## src/rtl/dac_spi_tx_if.sv

```systemverilog
`default_nettype none
// ============================================================================
// Interface : dac_spi_tx_if
// Purpose   : Core-side strobe/data and DAC pin bundle for dac_spi_tx.
// Revision  : 1.0  initial release
// ============================================================================
interface dac_spi_tx_if;
  logic        start;
  logic [31:0] wdata;
  logic        dac_sclk;
  logic        dac_cs_n;
  logic        dac_mosi;
  logic        busy;
  logic        done;
  logic        overrun;

  // Core side: issues samples, observes status and pins
  modport master (
    output start, wdata,
    input  dac_sclk, dac_cs_n, dac_mosi, busy, done, overrun
  );

  // Transmitter side
  modport slave (
    input  start, wdata,
    output dac_sclk, dac_cs_n, dac_mosi, busy, done, overrun
  );
endinterface
`default_nettype wire

```

## src/rtl/dac_spi_tx.sv

```systemverilog
`default_nettype none
// ============================================================================
// Module    : dac_spi_tx
// Purpose   : SPI mode-0 transmitter sending {CMD, sample} frames to a DAC,
//             with a one-deep pending buffer for back-to-back samples.
// Revision  : 1.0  initial release
// ============================================================================
module dac_spi_tx #(
  parameter int                 DATA_W  = 12,
  parameter int                 CMD_W   = 4,
  parameter logic [CMD_W-1:0]   CMD     = 4'b0011,
  parameter int                 CLK_DIV = 4
) (
  input  wire logic     clock,
  input  wire logic     nReset,
  dac_spi_tx_if.slave   bus
);

  localparam int FRAME_W = CMD_W + DATA_W;
  localparam int CNT_W   = (CLK_DIV > 1) ? $clog2(CLK_DIV) : 1;
  localparam int BIT_W   = (FRAME_W > 1) ? $clog2(FRAME_W) : 1;
  localparam logic [CNT_W-1:0] CNT_LAST = CNT_W'(CLK_DIV - 1);
  localparam logic [BIT_W-1:0] BIT_LAST = BIT_W'(FRAME_W - 1);

  typedef enum logic [2:0] {
    S_IDLE  = 3'd0,
    S_LEAD  = 3'd1,
    S_HIGH  = 3'd2,
    S_LOW   = 3'd3,
    S_TRAIL = 3'd4,
    S_GAP   = 3'd5
  } state_t;

  state_t             state;
  logic [CNT_W-1:0]   cnt;
  logic [BIT_W-1:0]   bitcnt;
  logic [FRAME_W-1:0] shreg;
  logic [DATA_W-1:0]  pend_data;
  logic               pend_full;
  logic               sclk_q, cs_n_q, mosi_q, busy_q, done_q, overrun_q;

  logic [FRAME_W-1:0] new_frame;
  logic [FRAME_W-1:0] gap_frame;
  logic               cnt_end;
  logic               gap_end;
  logic               gap_direct;
  logic               capture;
  logic               overwrite;

  assign new_frame  = {CMD, bus.wdata[DATA_W-1:0]};
  // Pending sample takes priority at the end of the gap; a start landing in
  // that same cycle with nothing pending is launched directly.
  assign gap_frame  = pend_full ? {CMD, pend_data} : new_frame;
  assign cnt_end    = (cnt == CNT_LAST);
  assign gap_end    = (state == S_GAP) && cnt_end;
  assign gap_direct = gap_end && !pend_full && bus.start;
  assign capture    = bus.start && (state != S_IDLE) && !gap_direct;
  // A full buffer being drained by the gap this cycle is not an overwrite.
  assign overwrite  = bus.start && (state != S_IDLE) && pend_full && !gap_end;

  // Upper register bits carry no DAC information.
  generate
    if (DATA_W < 32) begin : g_unused_hi
      wire unused_hi = ^bus.wdata[31:DATA_W];
    end
  endgenerate

  // Frame sequencer, divider, pending buffer and all registered pin outputs
  always_ff @(posedge clock or negedge nReset) begin
    if (!nReset) begin
      state     <= S_IDLE;
      cnt       <= '0;
      bitcnt    <= '0;
      shreg     <= '0;
      pend_data <= '0;
      pend_full <= 1'b0;
      sclk_q    <= 1'b0;
      cs_n_q    <= 1'b1;
      mosi_q    <= 1'b0;
      busy_q    <= 1'b0;
      done_q    <= 1'b0;
      overrun_q <= 1'b0;
    end else begin
      done_q    <= 1'b0;
      overrun_q <= overwrite;

      if (capture) begin
        pend_data <= bus.wdata[DATA_W-1:0];
        pend_full <= 1'b1;
      end else if (gap_end && pend_full) begin
        pend_full <= 1'b0;
      end

      // Every non-idle state ends when the divider wraps
      if (state != S_IDLE) begin
        cnt <= cnt_end ? '0 : cnt + CNT_W'(1);
      end

      case (state)
        S_IDLE: begin
          if (bus.start) begin
            shreg  <= new_frame;
            bitcnt <= '0;
            cnt    <= '0;
            cs_n_q <= 1'b0;
            mosi_q <= new_frame[FRAME_W-1];
            busy_q <= 1'b1;
            state  <= S_LEAD;
          end
        end
        S_LEAD: begin
          if (cnt_end) begin
            sclk_q <= 1'b1;
            state  <= S_HIGH;
          end
        end
        S_HIGH: begin
          if (cnt_end) begin
            sclk_q <= 1'b0;
            if (bitcnt == BIT_LAST) begin
              state <= S_TRAIL;
            end else begin
              shreg  <= shreg << 1;
              mosi_q <= shreg[FRAME_W-2];
              bitcnt <= bitcnt + BIT_W'(1);
              state  <= S_LOW;
            end
          end
        end
        S_LOW: begin
          if (cnt_end) begin
            sclk_q <= 1'b1;
            state  <= S_HIGH;
          end
        end
        S_TRAIL: begin
          if (cnt_end) begin
            cs_n_q <= 1'b1;
            mosi_q <= 1'b0;
            done_q <= 1'b1;
            state  <= S_GAP;
          end
        end
        S_GAP: begin
          if (cnt_end) begin
            if (pend_full || bus.start) begin
              shreg  <= gap_frame;
              bitcnt <= '0;
              cs_n_q <= 1'b0;
              mosi_q <= gap_frame[FRAME_W-1];
              state  <= S_LEAD;
            end else begin
              busy_q <= 1'b0;
              state  <= S_IDLE;
            end
          end
        end
        default: begin
          state  <= S_IDLE;
          sclk_q <= 1'b0;
          cs_n_q <= 1'b1;
          mosi_q <= 1'b0;
          busy_q <= pend_full;
        end
      endcase
    end
  end

  assign bus.dac_sclk = sclk_q;
  assign bus.dac_cs_n = cs_n_q;
  assign bus.dac_mosi = mosi_q;
  assign bus.busy     = busy_q;
  assign bus.done     = done_q;
  assign bus.overrun  = overrun_q;

endmodule
`default_nettype wire

```

## src/flat_wrapper.sv

```systemverilog
// flat-port wrapper written by rule: the top's interface ports become plain ports
module dac_spi_tx_flat 
#(
  parameter int                 DATA_W  = 12,
  parameter int                 CMD_W   = 4,
  parameter logic [CMD_W-1:0]   CMD     = 4'b0011,
  parameter int                 CLK_DIV = 4
)
  (clock, nReset, bus_start, bus_wdata, bus_dac_sclk, bus_dac_cs_n, bus_dac_mosi, bus_busy, bus_done, bus_overrun);
  dac_spi_tx_if bus_i ();
  input  wire logic clock;
  input  wire logic nReset;
  input wire logic [$bits(bus_i.start)-1:0] bus_start;
  input wire logic [$bits(bus_i.wdata)-1:0] bus_wdata;
  output wire logic [$bits(bus_i.dac_sclk)-1:0] bus_dac_sclk;
  output wire logic [$bits(bus_i.dac_cs_n)-1:0] bus_dac_cs_n;
  output wire logic [$bits(bus_i.dac_mosi)-1:0] bus_dac_mosi;
  output wire logic [$bits(bus_i.busy)-1:0] bus_busy;
  output wire logic [$bits(bus_i.done)-1:0] bus_done;
  output wire logic [$bits(bus_i.overrun)-1:0] bus_overrun;
  assign bus_i.start = bus_start;
  assign bus_i.wdata = bus_wdata;
  assign bus_dac_sclk = bus_i.dac_sclk;
  assign bus_dac_cs_n = bus_i.dac_cs_n;
  assign bus_dac_mosi = bus_i.dac_mosi;
  assign bus_busy = bus_i.busy;
  assign bus_done = bus_i.done;
  assign bus_overrun = bus_i.overrun;
  dac_spi_tx #(.DATA_W(DATA_W), .CMD_W(CMD_W), .CMD(CMD), .CLK_DIV(CLK_DIV)) u_core (.clock(clock), .nReset(nReset), .bus(bus_i));
endmodule
```

## config.mk

```make
export PLATFORM = sky130hd
export DESIGN_NAME = dac_spi_tx_flat
export DESIGN_NICKNAME = d
export VERILOG_FILES = /design/src/rtl/dac_spi_tx_if.sv /design/src/rtl/dac_spi_tx.sv /design/src/flat_wrapper.sv
export SDC_FILE = /design/constraint.sdc
export NUM_CORES = 1
export LEC_CHECK = 0
export BUFFER_PORTS_ARGS = -buffer_cell sky130_fd_sc_hd__buf_2
export CORE_AREA = 5 5 71 73
export CTS_BUF_LIST = sky130_fd_sc_hd__clkbuf_8
export CTS_CLUSTER_SIZE = 10
export DETAILED_ROUTE_END_ITERATION = 12
export DIE_AREA = 0 0 76 78
export PLACE_DENSITY = 0.76
export SETUP_SLACK_MARGIN = 0.1
export SYNTH_ARGS = -nofsm -noshare
export SYNTH_HDL_FRONTEND = slang
export SYNTH_SLANG_ARGS = --single-unit
```

## constraint.sdc

```tcl
create_clock -name clock -period 4.7 [get_ports clock]
set_input_delay 0 -clock clock [delete_from_list [all_inputs] [get_ports clock]]
set_output_delay 0 -clock clock [all_outputs]
set_load 0.1 [all_outputs]
```

### After elaboration in Yosys (flattened, before gate mapping)

Index checks and enable logic that the tools add are counted.

| word-level totals | value |
|---|---|
| register bits after elaboration | 43 |
| bits in latches | 0 |
| bits in writable memories | 0 |
| ROM bits | 0 |
| input bits | 35 |
| output and inout bits | 6 |
| word-level logic and storage cells | 104 |
| memories kept | 0 |

| cells by class | value |
|---|---|
| add/subtract/negate cells | 2 |
| multiply operators | 0 |
| div/mod/pow operators | 0 |
| magnitude comparators | 0 |
| eq/ne operators | 15 |
| shifts and indexed selects | 0 |
| multiplexer cells | 45 |
| bitwise logic cells | 4 |
| reduce and logical (&&, ||, !) cells | 26 |

Operator list:

| operator | number |
|---|---|
| 2-to-1 mux 15 bit | 5 |
| one-hot mux 15 bit (3 select lines) | 1 |
| 2-to-1 mux 4 bit | 5 |
| 2-to-1 mux 3 bit | 6 |
| 2-to-1 mux 1 bit | 17 |
| one-hot mux 3 bit (5 select lines) | 1 |
| 2-to-1 mux 12 bit | 1 |
| one-hot mux 4 bit (3 select lines) | 1 |
| AND reduction 5 bit | 2 |
| logical AND 1 bit | 8 |
| 2-to-1 mux 2 bit | 4 |
| != test 2 x 1 -> 1 bit (second input constant) | 4 |
| != test 2 bit (second input constant) | 4 |
| AND reduction 7 bit | 1 |
| equality test 3 x 2 -> 1 bit (second input constant) | 2 |
| equality test 3 bit (second input constant) | 2 |
| one-hot mux 1 bit (3 select lines) | 2 |
| AND reduction 6 bit | 1 |
| nonzero test 3 bit | 2 |
| OR reduction 3 bit | 2 |
| one-hot mux 1 bit (5 select lines) | 1 |
| adder 4 x 1 -> 4 bit (second input constant) | 1 |
| equality test 4 bit (second input constant) | 1 |
| inverter 1 bit | 4 |
| 12 further kinds | 14 |

### Longest topological paths before layout

| depth | value |
|---|---|
| depth after elaboration | 7 |
| depth in mapped cells | 8 |
| depth with buffers taken out | 5 |

### Least setup slack after synthesis

No wires, ideal clock.

| timing path | value |
|---|---|
| path type | register -> register |
| start | register u_core.cnt[0] |
| end | register u_core.shreg[0] |
| library setup time | 0.125 ns |
| data arrival time | 1.672 ns |
| data required time | 4.575 ns |
| setup slack | 2.903 ns |
| cell stages (with the launch flop) | 8 |
| path buffers | 2 |
| period minus slack after synthesis | 1.797 ns |
| cell sequence | dfrtp_1 -> ha_1 -> clkbuf_1 -> nand3b_1 -> a21oi_4 -> nor3_2 -> buf_6 -> mux2_4 |

| on the way | value |
|---|---|
| cells in the longest elaborated chain, start to end | 3 |
| elaborated cells on any way between the ends | 4 |
| classes of those cells | eq/ne (3); reduce/logical (1) |

RTL lines:

| what | line | text |
|---|---|---|
| start: declaration | dac_spi_tx.sv:35 | `logic [CNT_W-1:0] cnt;` |
| start signal: assignment | dac_spi_tx.sv:96 | `cnt <= cnt_end ? '0 : cnt + CNT_W'(1);` |
| equality test 2 bit (*) | dac_spi_tx.sv:54 | `assign cnt_end = (cnt == CNT_LAST);` |
| != test 2 x 1 -> 1 bit (no line) | - |  |
| AND reduction 6 bit (no line) (*) | - |  |
| end signal: assignment | dac_spi_tx.sv:102 | `shreg <= new_frame;` |
| end signal: assignment | dac_spi_tx.sv:123 | `shreg <= shreg << 1;` |
| end signal: assignment | dac_spi_tx.sv:147 | `shreg <= gap_frame;` |
| end: declaration | dac_spi_tx.sv:37 | `logic [FRAME_W-1:0] shreg;` |

Every way passes the cells marked *; elsewhere a longest branch is shown, timed or not.
A chain may end at the register's enable or synchronous reset.

### Worst setup path after layout

| timing path | value |
|---|---|
| start | register u_core.state[2] |
| end | register u_core.shreg[0] |

| on the way | value |
|---|---|
| cells in the longest elaborated chain, start to end | 3 |
| elaborated cells on any way between the ends | 11 |
| classes of those cells | eq/ne (7); mux (1); reduce/logical (3) |

RTL lines:

| what | line | text |
|---|---|---|
| start: declaration | dac_spi_tx.sv:34 | `state_t state;` |
| start signal: assignment | dac_spi_tx.sv:71 | `state <= S_IDLE;` |
| start signal: assignment | dac_spi_tx.sv:108 | `state <= S_LEAD;` |
| start signal: assignment | dac_spi_tx.sv:114 | `state <= S_HIGH;` |
| equality test 3 bit, or another cell as far along | dac_spi_tx.sv:99 | `case (state)` |
| != test 2 bit (no line), or another cell as far along | - |  |
| AND reduction 6 bit (no line) | - |  |

Several ways; a longest one is shown, not always the timed one.

==> results.ini <==
[global_route]
grt_pass1_vias=1630
gr-usage-all-layers=0.1586
overflow=0
grt_max_degree=44
antenna_found_initial=0
grt_pass1_wl_um=7824

[run]
max_cap_viol_count=0

[logic_synthesis]
yosys.area.top_type=dfrtp_1
synth_edf_count=0
ys_types=48
yosys_most_used_dff=dfrtp_1
ys_warn_count=0
ys_seq_area_frac=0.4781
synth_top_area_frac=0.4664
yosys-top-cells-area=dfrtp_1 47%, mux2i_1 6.2%, mux2_1 5.5%
async_reset_ff_frac=1.000
syn-num-nets=252
netlist_instances=215
netlist_area_um2=2253
syn_area_per_cell_um2=10.48
ys_seq_elements=43

[placement]
pre_cts_ws_ps=2121
dpl.hpwl_um=2718
dpl-instance-area_um2=2330
portBuffers=20
gp_congestion=0.7237
dp_cells=271

[cts]
insertion_delay_ps=290
htree_levels=2
root_buffer=clkbuf_8
clkTransAtPathRegs_ps=80
clock_path_buffers=2
cts_sinks=43
cts_setup_buffers=0
cts-buffers-inserted=5
cts_tree=built

[pwr]
leakage_nw=1.169
power.total_mw=1.687
ir_worst_vdd_v=0.0002941
p_per_area_nw_per_um2=650.9

[floorplanning]
die_x_um=76
ios=41
rows=24
core_um2=4294
die_h_um=78
initial_core_util=0.5248
die_area_um2=5928

[setup_path]
slowest_stage=nor3_4
cp_cell_sequence=nor3b_4 > a21boi_2 > nor3_4 > mux2_4
cp_max_fo=21
critPathRequiredTime_ps=4880
rr_worst_depth=4
endpoint_kind=flip-flop
slowest_delay_ps=900
crit_arrival_ps=2820
critical_path_class=reg2reg
cp-start-kind=flip-flop

[routing]
vias=1626
drcViolationCount=0
first_pass_iters=4
initialDrtViolationCount=218
wl_per_cell_um=14.89
viasPerCell=5.568
wirelength_um=4349
antenna_left=0

[timing]
drv_slew=0
rsz0062_at_grt=no
skew_ps=4.677
tightest_slew_ps=1088
tns_ps=0
setup_viol=0
maxSlewHeadroom=0.2720
hold_viol_final=0
postLayoutSetupSlackWorst_ps=2069
period_minus_slack_ps=2631
hold_slack_ps=51.35
max_freq_mhz=380.1
fin_crit_sh=0.5598

[finish]
instances_no_fill=292
antenna_cells=0
drive_gt1_frac=0.1750
layout_commonest_cell=dfrtp_1
final_area_um2=2592
final_cell_mix=42 x dfrtp_1, 25 x inv_1, 20 x buf_2
utilization=0.6037
area_growth_pct=15.05
fin_nets=276

[outcome]
status=finished, final reports clean

[worst_hold_path]
hp-class=in2reg
whs_path_depth=2

## final cells by class
class / count / area (um^2)
Clock buffer: 5 / 68.82
Multi-Input combinational cell: 131 / 993.5
Sequential cell: 43 / 1077
Tap cell: 52 / 65.06
Timing Repair Buffer: 33 / 230.2
Inverter: 25 / 93.84
Fill cell: 356 / 1702
Clock inverter: 3 / 63.81
## worst paths after layout
path | from | endpoint | slack [ps]
worst min register to register | u_core.pend_data[2]$_DFFE_PN0P_ | u_core.pend_data[2]$_DFFE_PN0P_ | 490
worst min-delay path | bus_start | u_core.bus.dac_cs_n$_DFFE_PN1P_ | 50
min in group asynchronous | nReset | u_core.bus.busy$_DFFE_PN0P_ | 380
max in group asynchronous | nReset | u_core.shreg[11]$_DFFE_PN0P_ | 3730
worst max register to register | u_core.state[2]$_DFFE_PN0P_ | u_core.shreg[0]$_DFFE_PN0P_ | 2070
worst max-delay path | u_core.state[2]$_DFFE_PN0P_ | u_core.shreg[0]$_DFFE_PN0P_ | 2070
## kinds of logic (layout without fill, tap and decap cells)
kind of cell | after synthesis | in the layout | share of synthesized area
AO/OA/AOI/OAI | 61 | 61 | 0.1916
flip-flops | 43 | 43 | 0.4781
buffers and inverters | 41 | 66 | 0.08384
AND/OR/NAND/NOR | 40 | 40 | 0.1016
multiplexers | 28 | 28 | 0.1338
adder cells (fa/ha/maj) | 2 | 2 | 0.01110
## Yosys cell counts, types with 2 or more instances
cell,number
clkbuf_1,7
nand3b_1,3
mux2_2,2
buf_6,3
inv_1,24
mux2_1,11
buf_2,4
nand3_1,2
a22oi_1,2
o31ai_1,3
mux2i_1,14
o21ai_0,8
nor3_2,2
buf_4,2
o41ai_1,2
ha_1,2
dfrtp_1,42
a31oi_1,4
nand2_1,8
a22o_1,12
o22ai_1,3
a21oi_1,17
nor3_1,2
nor2_1,12
## flip-flops by register name, indices dropped and copies added, names as in the netlist, 2 cells and up
name	cells
u_core.shreg	15
u_core.bitcnt	4
u_core.pend_data	12
u_core.cnt	2
u_core.state	3
## worst max-delay path, delay by kind of cell, from the launching register on
kind	cells	cell delay, ps
compound gates	1	260
mux	1	350
flops	1	770
simple gates	2	1130
## power breakdown
part / internal, mW / switching (mW)
Clock: 0.210 / 0.127
Sequential: 0.508 / 0.117
Combinational: 0.297 / 0.428
Total: 1.02 / 0.671
## layer usage
layer,share of wire,track usage
met5,0,0
met4,0.0083,0.03737
met3,0.033,0.04630
met2,0.49,0.2449
met1,0.47,0.2200
## repair_timing
item                      4_1_cts  5_1_grt
hold endpoints to repair       54        0
hold buffers                   13        0
resized for setup               0        0
No activity file was read; power rests on OpenSTA's default activity.
